File: config.mk
export PLATFORM = sky130hd
export DESIGN_NAME = uart_tx_buffered
export DESIGN_NICKNAME = d
export VERILOG_FILES = /design/src/rtl/uart_pkg.sv /design/src/rtl/byte_fifo.sv /design/src/rtl/uart_tx_buffered.sv
export SDC_FILE = /design/constraint.sdc
export NUM_CORES = 1
export LEC_CHECK = 0
export BUFFER_PORTS_ARGS = -buffer_cell sky130_fd_sc_hd__buf_2
export CAP_MARGIN = 5
export CORE_ASPECT_RATIO = 0.8
export CORE_MARGIN = 3
export CORE_UTILIZATION = 35
export CTS_BUF_LIST = sky130_fd_sc_hd__clkbuf_8 sky130_fd_sc_hd__clkbuf_16
export DETAILED_ROUTE_END_ITERATION = 12
export PLACE_DENSITY_LB_ADDON = 0.25
export SLEW_MARGIN = 15
export SYNTH_ARGS = -nofsm -noshare
export SYNTH_HDL_FRONTEND = slang
export SYNTH_SLANG_ARGS = --single-unit
File: constraint.sdc
create_clock -name clk -period 2.85 [get_ports clk]
set_clock_uncertainty 0.15 [all_clocks]
set_input_delay 0.1425 -clock clk [delete_from_list [all_inputs] [get_ports clk]]
set_output_delay 0.1425 -clock clk [all_outputs]
set_load 0.02 [all_outputs]
File: src/rtl/uart_pkg.sv
// -----------------------------------------------------------------------------
// uart_pkg
// Definitions shared by the UART transmitter and receiver.
//   DEFAULT_BIT_PERIOD : clocks per UART bit (12 MHz / 9600 baud)
//   uart_state_t       : frame FSM state encoding (IDLE, START, DATA, STOP)
// -----------------------------------------------------------------------------
package uart_pkg;

    localparam int DEFAULT_BIT_PERIOD = 1250;

    typedef enum logic [1:0] {
        ST_IDLE  = 2'd0,
        ST_START = 2'd1,
        ST_DATA  = 2'd2,
        ST_STOP  = 2'd3
    } uart_state_t;

endpackage

File: src/rtl/byte_fifo.sv
// -----------------------------------------------------------------------------
// byte_fifo
// Synchronous byte FIFO with a show-ahead head output and a flush.
//   DEPTH    : number of byte entries, power of two (2..256)
//   clk      : system clock, rising edge
//   rst_n    : asynchronous active-low reset (pointers and count only)
//   i_push   : write i_data; ignored while full or flushing
//   i_data   : byte to write
//   i_pop    : drop the head entry; ignored while empty or flushing
//   i_flush  : empty the FIFO on this edge, overriding push and pop
//   o_data   : current head entry (valid while o_count != 0)
//   o_count  : number of stored entries, 0..DEPTH
// -----------------------------------------------------------------------------
module byte_fifo #(
    parameter int DEPTH = 16
) (
    input  logic                     clk,
    input  logic                     rst_n,
    input  logic                     i_push,
    input  logic [7:0]               i_data,
    input  logic                     i_pop,
    input  logic                     i_flush,
    output logic [7:0]               o_data,
    output logic [$clog2(DEPTH):0]   o_count
);

    localparam int PTR_W = $clog2(DEPTH);
    localparam int CNT_W = PTR_W + 1;

    logic [7:0]       r_mem [DEPTH];
    logic [PTR_W-1:0] r_wr_ptr;
    logic [PTR_W-1:0] r_rd_ptr;
    logic [CNT_W-1:0] r_count;
    logic             w_push_ok;
    logic             w_pop_ok;

    // Full/empty decisions use the registered count only, so a full FIFO
    // refuses a write even when a pop happens on the same edge.
    assign w_push_ok = i_push && (r_count < CNT_W'(DEPTH)) && !i_flush;
    assign w_pop_ok  = i_pop  && (r_count != '0)           && !i_flush;

    // NOTE: storage has no reset so synthesis can map it onto RAM; stale
    // contents are never observed because the count gates every read.
    always_ff @(posedge clk) begin
        if (w_push_ok) begin
            r_mem[r_wr_ptr] <= i_data;
        end
    end

    // NOTE: sequential state uses non-blocking assignments so every register
    // samples pre-edge values regardless of statement order.
    always_ff @(posedge clk or negedge rst_n) begin
        if (!rst_n) begin
            r_wr_ptr <= '0;
            r_rd_ptr <= '0;
            r_count  <= '0;
        end else if (i_flush) begin
            r_wr_ptr <= '0;
            r_rd_ptr <= '0;
            r_count  <= '0;
        end else begin
            // Pointers are exactly log2(DEPTH) wide, so they wrap modulo DEPTH.
            if (w_push_ok) r_wr_ptr <= r_wr_ptr + 1'b1;
            if (w_pop_ok)  r_rd_ptr <= r_rd_ptr + 1'b1;
            case ({w_push_ok, w_pop_ok})
                2'b10:   r_count <= r_count + 1'b1;
                2'b01:   r_count <= r_count - 1'b1;
                default: r_count <= r_count;
            endcase
        end
    end

    assign o_data  = r_mem[r_rd_ptr];
    assign o_count = r_count;

endmodule

File: src/rtl/uart_tx_buffered.sv
// -----------------------------------------------------------------------------
// uart_tx_buffered
// 8N1 UART transmitter fed from a byte FIFO; back-to-back frames with no gap.
//   BIT_PERIOD : clocks per UART bit
//   FIFO_DEPTH : FIFO entries, power of two (2..256)
//   clk        : system clock, rising edge
//   rst_n      : asynchronous active-low reset
//   wr_data    : byte to enqueue
//   wr_valid   : producer offers wr_data this cycle
//   wr_ready   : FIFO can accept a byte this cycle
//   flush      : discard queued bytes; the frame in flight still completes
//   tx_pin     : registered serial output, idle high
//   busy       : frame in flight or bytes queued
//   fifo_count : queued bytes, excluding the one being shifted
// -----------------------------------------------------------------------------
module uart_tx_buffered
    import uart_pkg::*;
#(
    parameter int BIT_PERIOD = DEFAULT_BIT_PERIOD,
    parameter int FIFO_DEPTH = 16
) (
    input  logic                          clk,
    input  logic                          rst_n,
    input  logic [7:0]                    wr_data,
    input  logic                          wr_valid,
    output logic                          wr_ready,
    input  logic                          flush,
    output logic                          tx_pin,
    output logic                          busy,
    output logic [$clog2(FIFO_DEPTH):0]   fifo_count
);

    localparam int CNT_W = $clog2(FIFO_DEPTH) + 1;
    localparam int CLK_W = (BIT_PERIOD > 1) ? $clog2(BIT_PERIOD) : 1;
    localparam logic [CLK_W-1:0] LAST_CLK = CLK_W'(BIT_PERIOD - 1);

    uart_state_t      r_state;
    uart_state_t      w_state_nxt;
    logic [CLK_W-1:0] r_clk_cnt;
    logic [CLK_W-1:0] w_clk_nxt;
    logic [2:0]       r_bit_idx;
    logic [2:0]       w_bit_nxt;
    logic [7:0]       r_shift;
    logic [7:0]       w_shift_nxt;
    logic             r_tx;
    logic             w_tx_nxt;
    logic             w_pop;
    logic [7:0]       w_head;
    logic [CNT_W-1:0] w_count;
    logic             w_bit_done;
    logic             w_queued;

    byte_fifo #(
        .DEPTH (FIFO_DEPTH)
    ) u_fifo (
        .clk     (clk),
        .rst_n   (rst_n),
        .i_push  (wr_valid && wr_ready),
        .i_data  (wr_data),
        .i_pop   (w_pop),
        .i_flush (flush),
        .o_data  (w_head),
        .o_count (w_count)
    );

    assign w_bit_done = (r_clk_cnt == LAST_CLK);
    assign w_queued   = (w_count != '0);

    // NOTE: every signal driven here gets a default first, so no branch can
    // leave one unassigned and infer a latch.
    always_comb begin
        w_state_nxt = r_state;
        w_clk_nxt   = r_clk_cnt;
        w_bit_nxt   = r_bit_idx;
        w_shift_nxt = r_shift;
        w_tx_nxt    = r_tx;
        w_pop       = 1'b0;

        case (r_state)
            ST_IDLE: begin
                w_tx_nxt  = 1'b1;
                w_clk_nxt = '0;
                if (w_queued) begin
                    w_pop       = 1'b1;
                    w_shift_nxt = w_head;
                    w_tx_nxt    = 1'b0;
                    w_state_nxt = ST_START;
                end
            end
            ST_START: begin
                if (w_bit_done) begin
                    // The shifter always presents the next data bit at [0].
                    w_clk_nxt   = '0;
                    w_bit_nxt   = '0;
                    w_tx_nxt    = r_shift[0];
                    w_shift_nxt = {1'b0, r_shift[7:1]};
                    w_state_nxt = ST_DATA;
                end else begin
                    w_clk_nxt = r_clk_cnt + 1'b1;
                end
            end
            ST_DATA: begin
                if (w_bit_done) begin
                    w_clk_nxt = '0;
                    if (r_bit_idx == 3'd7) begin
                        w_tx_nxt    = 1'b1;
                        w_state_nxt = ST_STOP;
                    end else begin
                        w_bit_nxt   = r_bit_idx + 1'b1;
                        w_tx_nxt    = r_shift[0];
                        w_shift_nxt = {1'b0, r_shift[7:1]};
                    end
                end else begin
                    w_clk_nxt = r_clk_cnt + 1'b1;
                end
            end
            ST_STOP: begin
                if (w_bit_done) begin
                    w_clk_nxt = '0;
                    // Chain straight into the next start bit: no idle gap.
                    if (w_queued) begin
                        w_pop       = 1'b1;
                        w_shift_nxt = w_head;
                        w_tx_nxt    = 1'b0;
                        w_state_nxt = ST_START;
                    end else begin
                        w_state_nxt = ST_IDLE;
                    end
                end else begin
                    w_clk_nxt = r_clk_cnt + 1'b1;
                end
            end
            default: begin
                w_tx_nxt    = 1'b1;
                w_clk_nxt   = '0;
                w_state_nxt = ST_IDLE;
            end
        endcase
    end

    always_ff @(posedge clk or negedge rst_n) begin
        if (!rst_n) begin
            r_state   <= ST_IDLE;
            r_clk_cnt <= '0;
            r_bit_idx <= '0;
            r_shift   <= '0;
            r_tx      <= 1'b1;
        end else begin
            r_state   <= w_state_nxt;
            r_clk_cnt <= w_clk_nxt;
            r_bit_idx <= w_bit_nxt;
            r_shift   <= w_shift_nxt;
            r_tx      <= w_tx_nxt;
        end
    end

    assign tx_pin     = r_tx;
    assign wr_ready   = (w_count < CNT_W'(FIFO_DEPTH));
    assign busy       = (r_state != ST_IDLE) || w_queued;
    assign fifo_count = w_count;

endmodule

==> reports/qor.txt, run 1 <==
syn avg cell area - 15.93 µm²
top layer used by detailed routing - met4
Yosys cell types - 51
fmax - 373.6 MHz
Initial Util - 0.3617
total track usage - 0.1395
Setup crit end kind - flop
Area Growth Syn to Fin - 16.72%
CP required - 3.05 ns
final hold vios - 0
maximum vdd drop - 0.3831 mV
Syn Inst Count - 456
maximum number of pins on one net before global-route repair - 39
CTS clk-pin slew, worst paths - 0.07 ns
Hold Worst Slack - 0.2144 ns
clock power share - 0.334
CP max-delay cell - dfrtp_1
Die X - 167.1 µm
final core utilization - 0.4221
CTS tree - done
combinational share of power - 0.226
worst reg2reg path depth - 11
Synth Register Bits - 166
post-synth top area cell - edfxtp_1
CP bufs+invs - 1
routed wire length - 14.93 mm
Synth Cell Area - 7264 µm²
sw power - 1995 µW
Setup Crit Path Kind - reg -> reg
synth top area cells - edfxtp_1, dfrtp_1, mux4_1, mux4_2, ha_1
Final HPWL DP - 9.719 mm
Lkg Pwr - 0.003029 µW
EDFF count, synth - 128
Levels on crit path - 11
crit-path cells - nor4b_4 > a41oi_2 > nor2_4 > nand2_1 > inv_1 > ha_1 > a21o_1 > a21oi_1 > xnor2_1 > o21ai_0 > a21oi_1
CTS max path bufs - 2
Slew HR - 0.4241
post-route setup slack - 0.1730 ns
post-DR vias/cell - 5.152
status - complete, no violations
# diodes - 0
FFs w/ async S/R, synth - 0.2289
PD cells - 786.9 nW/µm²
final setup fails - 0
internal power - 4678 µW
TritonCTS Buffers - 17
DRT iter0 DRCs - 370
Setup TNS Final - 0 ns
Hold Path Class - in -> async
vias in the first global route - 4117
Tightest Pin Transition - 0.8638 ns
full die area - 22530 µm²
I/O pin cnt - 20
floorplan core area - 20090 µm²
clk root buf - clkbuf_16
worst skew pair latency - 0.43 ns
launch point of the worst reg-to-reg path - r_clk_cnt[2]
syn_nets - 485
maxcap violations - 0
met2 WL - 6.769 mm
Placement Setup Slack - 0.08284 ns
WL met3 - 735 µm
DRT antenna net count - 0
Nets - 543
GR Overflow Total - 0
Post-synth top cells - edfxtp_1, nor2_1, dfrtp_1, nand2_1, mux4_1
Crit Path Max Fanout - 5
Residual DRC - 0
router iterations before antenna repair - 5
FF-to-FF setup slack - 0.17 ns
startpoint types - flop
crit path DAT - 2.88 ns
Tmin final - 2.677 ns
gpl congestion - 0.8465
main flop type after synthesis - edfxtp_1
switching part of the total power - 0.2990
max-slew violation count - 0
Worst path most repeated cell - a21oi_1
first-pass GRT wire length - 23.70 mm
yosys warns - 0
postcts setup bufs - 0
max incr delay on CP - 0.45 ns
clk sinks - 166
layout cells sized above 1 - 0.2030
Vert. Die Dim - 134.9 µm
period utilization - 0.9393
met1 WL - 7.240 mm
Reg2Reg Capture Point - u_fifo.o_count[3]
Cell Rows - 46
initial antenna violation count - 0
CP top delay family - compound AO/OA/AOI/OAI gates
H-tree depth - 4
Avg WL per Cell - 18.88 µm
Port Buf Inserts - 19
Vias - 4075
fillers - 1785
top-count cell post-synth - edfxtp_1
top cell type's share of synthesized area - 0.5291
Seq/Total Area, Yosys - 0.6602
sequential share of power - 0.440
timing repair:
action,in CTS,in global routing
hold buffers,11,0
hold endpoints to repair,177,0
endpoints found under the setup margin,0,2
gates resized for setup,0,5
worst max path at each step:
stage	startpoint	to	slack [ns]
after global placement	r_clk_cnt[1]	u_fifo.o_count[3]	0.17
after floorplan	r_clk_cnt[0]	u_fifo.o_count[3]	0.14
final	r_clk_cnt[2]	u_fifo.o_count[3]	0.17
after detailed placement	r_clk_cnt[1]	u_fifo.o_count[3]	0.08
after global routing	r_clk_cnt[2]	u_fifo.o_count[3]	-0.02
after CTS	r_clk_cnt[1]	u_fifo.o_count[3]	0.06
sequential cells by signal, summed over array words and instances, names as in the netlist:
| signal | count |
|---|---|
| r_state | 2 |
| r_shift | 8 |
| r_bit_idx | 3 |
| u_fifo.o_count | 5 |
| r_clk_cnt | 11 |
| u_fifo.r_wr_ptr | 4 |
| tx_pin | 1 |
| u_fifo.r_mem | 128 |
| u_fifo.r_rd_ptr | 4 |
placed cells by master (no fill, tap or decap), types with 11 or more instances in the layout:
cell type,count
buf_4,30
clkbuf_16,17
nand2_1,25
mux4_1,22
a21oi_1,15
o21ai_0,12
nor2_1,46
dfrtp_1,36
inv_1,13
ha_1,16
edfxtp_1,128
dlygate4sd3_1,11
buf_2,19
per-layer routing:
| layer | GRT usage | up-vias |
|---|---|---|
| li1 | - | 1881 |
| met1 | 0.1981 | 2075 |
| met2 | 0.2142 | 106 |
| met3 | 0.03951 | 13 |
| met4 | 0.03527 | 0 |
| met5 | 0 | - |
kinds of logic (layout without fill, tap and decap cells):
group / count (synthesis) / after routing / share of synthesized area
DFF: 166 / 166 / 0.6602
and+or+nand+nor: 116 / 116 / 0.07561
AOI/OAI and AO/OA: 63 / 63 / 0.05839
muxes: 43 / 43 / 0.1268
buffers and inverters: 35 / 106 / 0.02945
adders and majority gates: 17 / 17 / 0.03031
xor gates and xnor gates: 16 / 16 / 0.01929
per-stage QoR:
| step | area, µm² | power [µW] | cells |
|---|---|---|---|
| 6_report | 8479 | 6672 | 791 |
| 5_1_grt | 8479 | 7048 | 791 |
| 4_1_cts | 8449 | 6709 | 791 |
| 3_5_place_dp | 7771 | 4457 | 748 |
| 3_3_place_gp | 7771 | 4417 | 748 |
| 2_1_floorplan | 7264 | 4060 | 456 |
power by group through the flow:
stage               Sequential, µW  Clock (µW)  Combinational [µW]
global route                  2950        2400                1690
global placement              2970           0                1450
finish                        2930        2230                1510
floorplan                     2940           0                1120
detailed placement            2980           0                1480
CTS                           2930        2280                1500
area by class of cell:
cell class	count	area (µm²)	share of cell area
Sequential cell	166	4797	0.5657
Multi-Input combinational cell	255	2285	0.2694
Timing Repair Buffer	61	450.4	0.05312
Clock buffer	17	425.4	0.05017
Tap cell	264	330.3	0.03896
Clock inverter	15	142.6	0.01682
Inverter	13	48.80	0.005755
Note: power is estimated with default switching activity, not from simulation.
==> run 2, diff against run 1 <==
--- a/config.mk
+++ b/config.mk
@@ -12,7 +12,7 @@
 export CORE_UTILIZATION = 35
 export CTS_BUF_LIST = sky130_fd_sc_hd__clkbuf_8 sky130_fd_sc_hd__clkbuf_16
 export DETAILED_ROUTE_END_ITERATION = 12
-export PLACE_DENSITY_LB_ADDON = 0.25
+export PLACE_DENSITY = 0.51
 export SLEW_MARGIN = 15
 export SYNTH_ARGS = -nofsm -noshare
 export SYNTH_HDL_FRONTEND = slang
==> reports/qor.txt, run 2 (synthesized netlist as in run 1, its figures left out) <==
status - complete, no violations
maximum number of pins on one net before global-route repair - 39
vias in the first global route - 4139
Port Buf Inserts - 19
Non-Filler Cell Area, Final - 8473 µm²
GR Overflow Total - 0
routing usage on met1 - 0.1925
CTS clk-pin slew, worst paths - 0.07 ns
worst skew pair latency - 0.43 ns
CTS max path bufs - 2
met2 usage - 0.2072
fmax - 375.5 MHz
startpoint types - flop
crit path DAT - 2.86 ns
Hold Path Class - in -> async
Biggest register - u_fifo.r_mem
max-slew violation count - 0
DRT iter0 DRCs - 230
post-route setup slack - 0.1872 ns
DP Area - 7799 µm²
CTS tree - done
Nets - 545
Vias - 3974
I/O pin cnt - 20
Final HPWL DP - 9.699 mm
clk root buf - clkbuf_16
Residual DRC - 0
TritonCTS Buffers - 17
most frequent cells in the layout - edfxtp_1, nor2_1, dfrtp_1
Slew HR - 0.3994
Initial Util - 0.3617
FF-to-FF setup slack - 0.19 ns
DRT antenna net count - 0
Cell Rows - 46
final setup fails - 0
Vert. Die Dim - 134.9 µm
Largest regs - u_fifo.r_mem x128, r_clk_cnt x11, r_shift x8
# diodes - 0
Tightest Pin Transition - 0.9009 ns
GR Util met3 - 0.03248
full die area - 22530 µm²
gpl congestion - 0.8130
clk sinks - 166
layout cells sized above 1 - 0.1970
final hold vios - 0
Tmin final - 2.663 ns
Area Growth Syn to Fin - 16.64%
gr busiest metal - met2
Setup Crit Path Kind - reg -> reg
maximum vdd drop - 0.4048 mV
leading cell type in the layout, fill and taps excluded - edfxtp_1
post-DR vias/cell - 5.018
total track usage - 0.1352
maxcap violations - 0
initial antenna violation count - 0
max reg flops - 128
routed wire length - 14.26 mm
PD cells - 763.0 nW/µm²
Crit Path Max Fanout - 5
Lkg Pwr - 0.003026 µW
Setup crit end kind - flop
router iterations before antenna repair - 4
Die X - 167.1 µm
period utilization - 0.9343
floorplan core area - 20090 µm²
H-tree depth - 4
Avg WL per Cell - 18.00 µm
first-pass GRT wire length - 23.20 mm
CP required - 3.05 ns
Placement Setup Slack - 0.04321 ns
final core utilization - 0.4218
-- run 2: worst paths after layout --
kind                               from                 end  cells after the start
max in group asynchronous         rst_n  u_fifo.r_rd_ptr[0]                      2
min                               rst_n        r_clk_cnt[5]                      2
max                        r_clk_cnt[0]   u_fifo.o_count[3]                     12
min reg2reg                  r_shift[7]          r_shift[7]                      1
min in group clk             r_shift[7]          r_shift[7]                      1
max reg2reg                r_clk_cnt[0]   u_fifo.o_count[3]                     12
-- run 2: worst max-delay path, stage by stage (launching register included) --
cell      delay, ns
dfrtp_1        0.43
ha_1           0.22
and4bb_2       0.27
a41oi_4        0.28
nor2_4         0.08
nand2_1        0.10
inv_1          0.08
ha_1           0.27
a21o_1         0.17
a21oi_1        0.16
xnor2_1        0.13
o21ai_0        0.09
a21oi_1        0.15
-- run 2: layout make-up --
cell class,count,area (µm²)
tap,264,330.3
clock buffer,17,425.4
timing repair buffer,63,478.0
multi-input combinational,255,2290
clock inverter,14,103.9
inverter,13,48.80
fill,1771,11610
sequential,166,4797
-- run 2: report_power, final --
group | internal (µW) | switching [µW] | leakage, µW | total [µW]
Clock | 1120 | 936 | 0.000262 | 2050
Sequential | 2770 | 127 | 0.00164 | 2900
Combinational | 675 | 837 | 0.00112 | 1510
Total | 4560 | 1900 | 0.00303 | 6470
-- run 2: what timing repair did --
action                                  4_1_cts  5_1_grt
resized for setup                             0        6
endpoints found under the setup margin        0        2
endpoints found under the hold margin       177        0
hold buffers                                 11        0
buffers inserted                              0        0
-- run 2: per-stage QoR --
| step | setup TNS (ns) | hold WS [ns] | power [µW] | cells |
|---|---|---|---|---|
| after floorplan | 0 | -0.3031 | 4060 | 456 |
| after global placement | 0 | 0.1798 | 4420 | 750 |
| after detailed placement | 0 | 0.1958 | 4447 | 750 |
| after CTS | 0 | 0.2769 | 6524 | 792 |
| after global routing | -0.007600 | 0.3270 | 6837 | 792 |
| final | 0 | 0.2375 | 6465 | 792 |
-- run 2: routing by layer --
metal | vias to the layer above | routed length, µm
met5 | - | 0
met4 | 0 | 166
met3 | 14 | 363
met2 | 46 | 6574
met1 | 2020 | 7153
li1 | 1894 | -
==> run 3, diff against run 2 <==
--- a/config.mk
+++ b/config.mk
@@ -10,7 +10,6 @@
 export CORE_ASPECT_RATIO = 0.8
 export CORE_MARGIN = 3
 export CORE_UTILIZATION = 35
-export CTS_BUF_LIST = sky130_fd_sc_hd__clkbuf_8 sky130_fd_sc_hd__clkbuf_16
 export DETAILED_ROUTE_END_ITERATION = 12
 export PLACE_DENSITY = 0.51
 export SLEW_MARGIN = 15
==> reports/qor.txt, run 3 (synthesized netlist as in run 1, its figures left out) <==
Largest regs - u_fifo.r_mem x128, r_clk_cnt x11, r_shift x8
maxcap violations - 0
fmax - 375.5 MHz
clock power share - 0.318
Avg WL per Cell - 18.00 µm
crit path DAT - 2.86 ns
Biggest register - u_fifo.r_mem
H-tree depth - 4
combinational share of power - 0.234
period utilization - 0.9343
DRT iter0 DRCs - 230
Cell Rows - 46
Slew HR - 0.3994
layout cells sized above 1 - 0.1970
CTS tree - done
# diodes - 0
Placement Setup Slack - 0.04321 ns
clk sinks - 166
sw power - 1900 µW
post-route setup slack - 0.1872 ns
Lkg Pwr - 0.003017 µW
CTS max path bufs - 2
full die area - 22530 µm²
I/O pin cnt - 20
floorplan core area - 20090 µm²
Area Growth Syn to Fin - 16.64%
sequential share of power - 0.448
Tmin final - 2.663 ns
leading cell type in the layout, fill and taps excluded - edfxtp_1
final core utilization - 0.4218
max reg flops - 128
vias in the first global route - 4139
gpl congestion - 0.8130
routed wire length - 14.26 mm
Port Buf Inserts - 19
startpoint types - flop
final hold vios - 0
router iterations before antenna repair - 4
TritonCTS Buffers - 17
postcts setup bufs - 0
DRT antenna net count - 0
status - complete, no violations
Tightest Pin Transition - 0.9009 ns
Nets - 545
first-pass GRT wire length - 23.20 mm
maximum number of pins on one net before global-route repair - 39
Setup Crit Path Kind - reg -> reg
final setup fails - 0
most frequent cells in the layout - edfxtp_1, nor2_1, dfrtp_1
CP required - 3.05 ns
maximum vdd drop - 0.4095 mV
Vias - 3977
Initial Util - 0.3617
Hold Path Class - in -> async
fillers - 1771
Die X - 167.1 µm
clk root buf - clkbuf_16
PD cells - 763.8 nW/µm²
internal power - 4572 µW
total track usage - 0.1352
Finished Layout Cells - 792
Setup crit end kind - flop
post-DR vias/cell - 5.021
max-slew violation count - 0
Residual DRC - 0
CTS clk-pin slew, worst paths - 0.07 ns
Crit Path Max Fanout - 5
initial antenna violation count - 0
GR Overflow Total - 0
Final HPWL DP - 9.699 mm
Vert. Die Dim - 134.9 µm
worst skew pair latency - 0.43 ns
Pwr Total - 6472 µW
Placed Cells incl. Taps - 750
switching part of the total power - 0.2936
[run 3: final cells by class]
cell class | instances | area [µm²] | share of cell area
Timing Repair Buffer | 63 | 478.0 | 0.05641
Tap cell | 264 | 330.3 | 0.03898
Sequential cell | 166 | 4797 | 0.5662
Inverter | 13 | 48.80 | 0.005759
Clock inverter | 12 | 96.34 | 0.01137
Clock buffer | 19 | 432.9 | 0.05109
Multi-Input combinational cell | 255 | 2290 | 0.2702
[run 3: routing by layer]
| layer | vias up | share of wire | GRT usage |
|---|---|---|---|
| li1 | 1894 | - | - |
| met1 | 2023 | 0.50 | 0.1925 |
| met2 | 46 | 0.46 | 0.2072 |
| met3 | 14 | 0.025 | 0.03248 |
| met4 | 0 | 0.012 | 0.04260 |
| met5 | - | 0 | 0 |
[run 3: critical path: stages, from the launching register on]
cell,delay (ns)
dfrtp_1,0.43
ha_1,0.22
and4bb_2,0.27
a41oi_4,0.28
nor2_4,0.08
nand2_1,0.10
inv_1,0.08
ha_1,0.27
a21o_1,0.17
a21oi_1,0.16
xnor2_1,0.13
o21ai_0,0.09
a21oi_1,0.15
[run 3: power groups by stage]
stage	combinational, µW	sequential [µW]	clock, µW
final	1510	2900	2060
after global routing	1700	2920	2230
after CTS	1510	2900	2120
after detailed placement	1500	2950	0
after global placement	1480	2940	0
after floorplan	1120	2940	0
[run 3: timing repair]
item,4_1_cts,5_1_grt
hold buffers,11,0
endpoints found under the hold margin,177,0
setup endpoints to repair,0,2
gates resized for setup,0,6
[run 3: worst paths after layout]
| kind | from | endpoint | slack (ns) | cells after the start |
|---|---|---|---|---|
| worst min register to register | r_shift[7] | r_shift[7] | 0.38 | 1 |
| max in group asynchronous | rst_n | u_fifo.r_rd_ptr[0] | 1.69 | 2 |
| min in group clk | r_shift[7] | r_shift[7] | 0.38 | 1 |
| worst max register to register | r_clk_cnt[0] | u_fifo.o_count[3] | 0.19 | 12 |
| worst min-delay path | rst_n | r_clk_cnt[5] | 0.24 | 2 |
| worst max-delay path | r_clk_cnt[0] | u_fifo.o_count[3] | 0.19 | 12 |
[run 3: stage by stage]
| stage | cell area [µm²] | TNS (ns) | hold WS, ns |
|---|---|---|---|
| floorplan | 7264 | 0 | -0.3031 |
| global placement | 7799 | 0 | 0.1798 |
| detailed placement | 7799 | 0 | 0.1958 |
| CTS | 8438 | 0 | 0.2769 |
| global route | 8473 | -0.007600 | 0.3270 |
| finish | 8473 | 0 | 0.2375 |
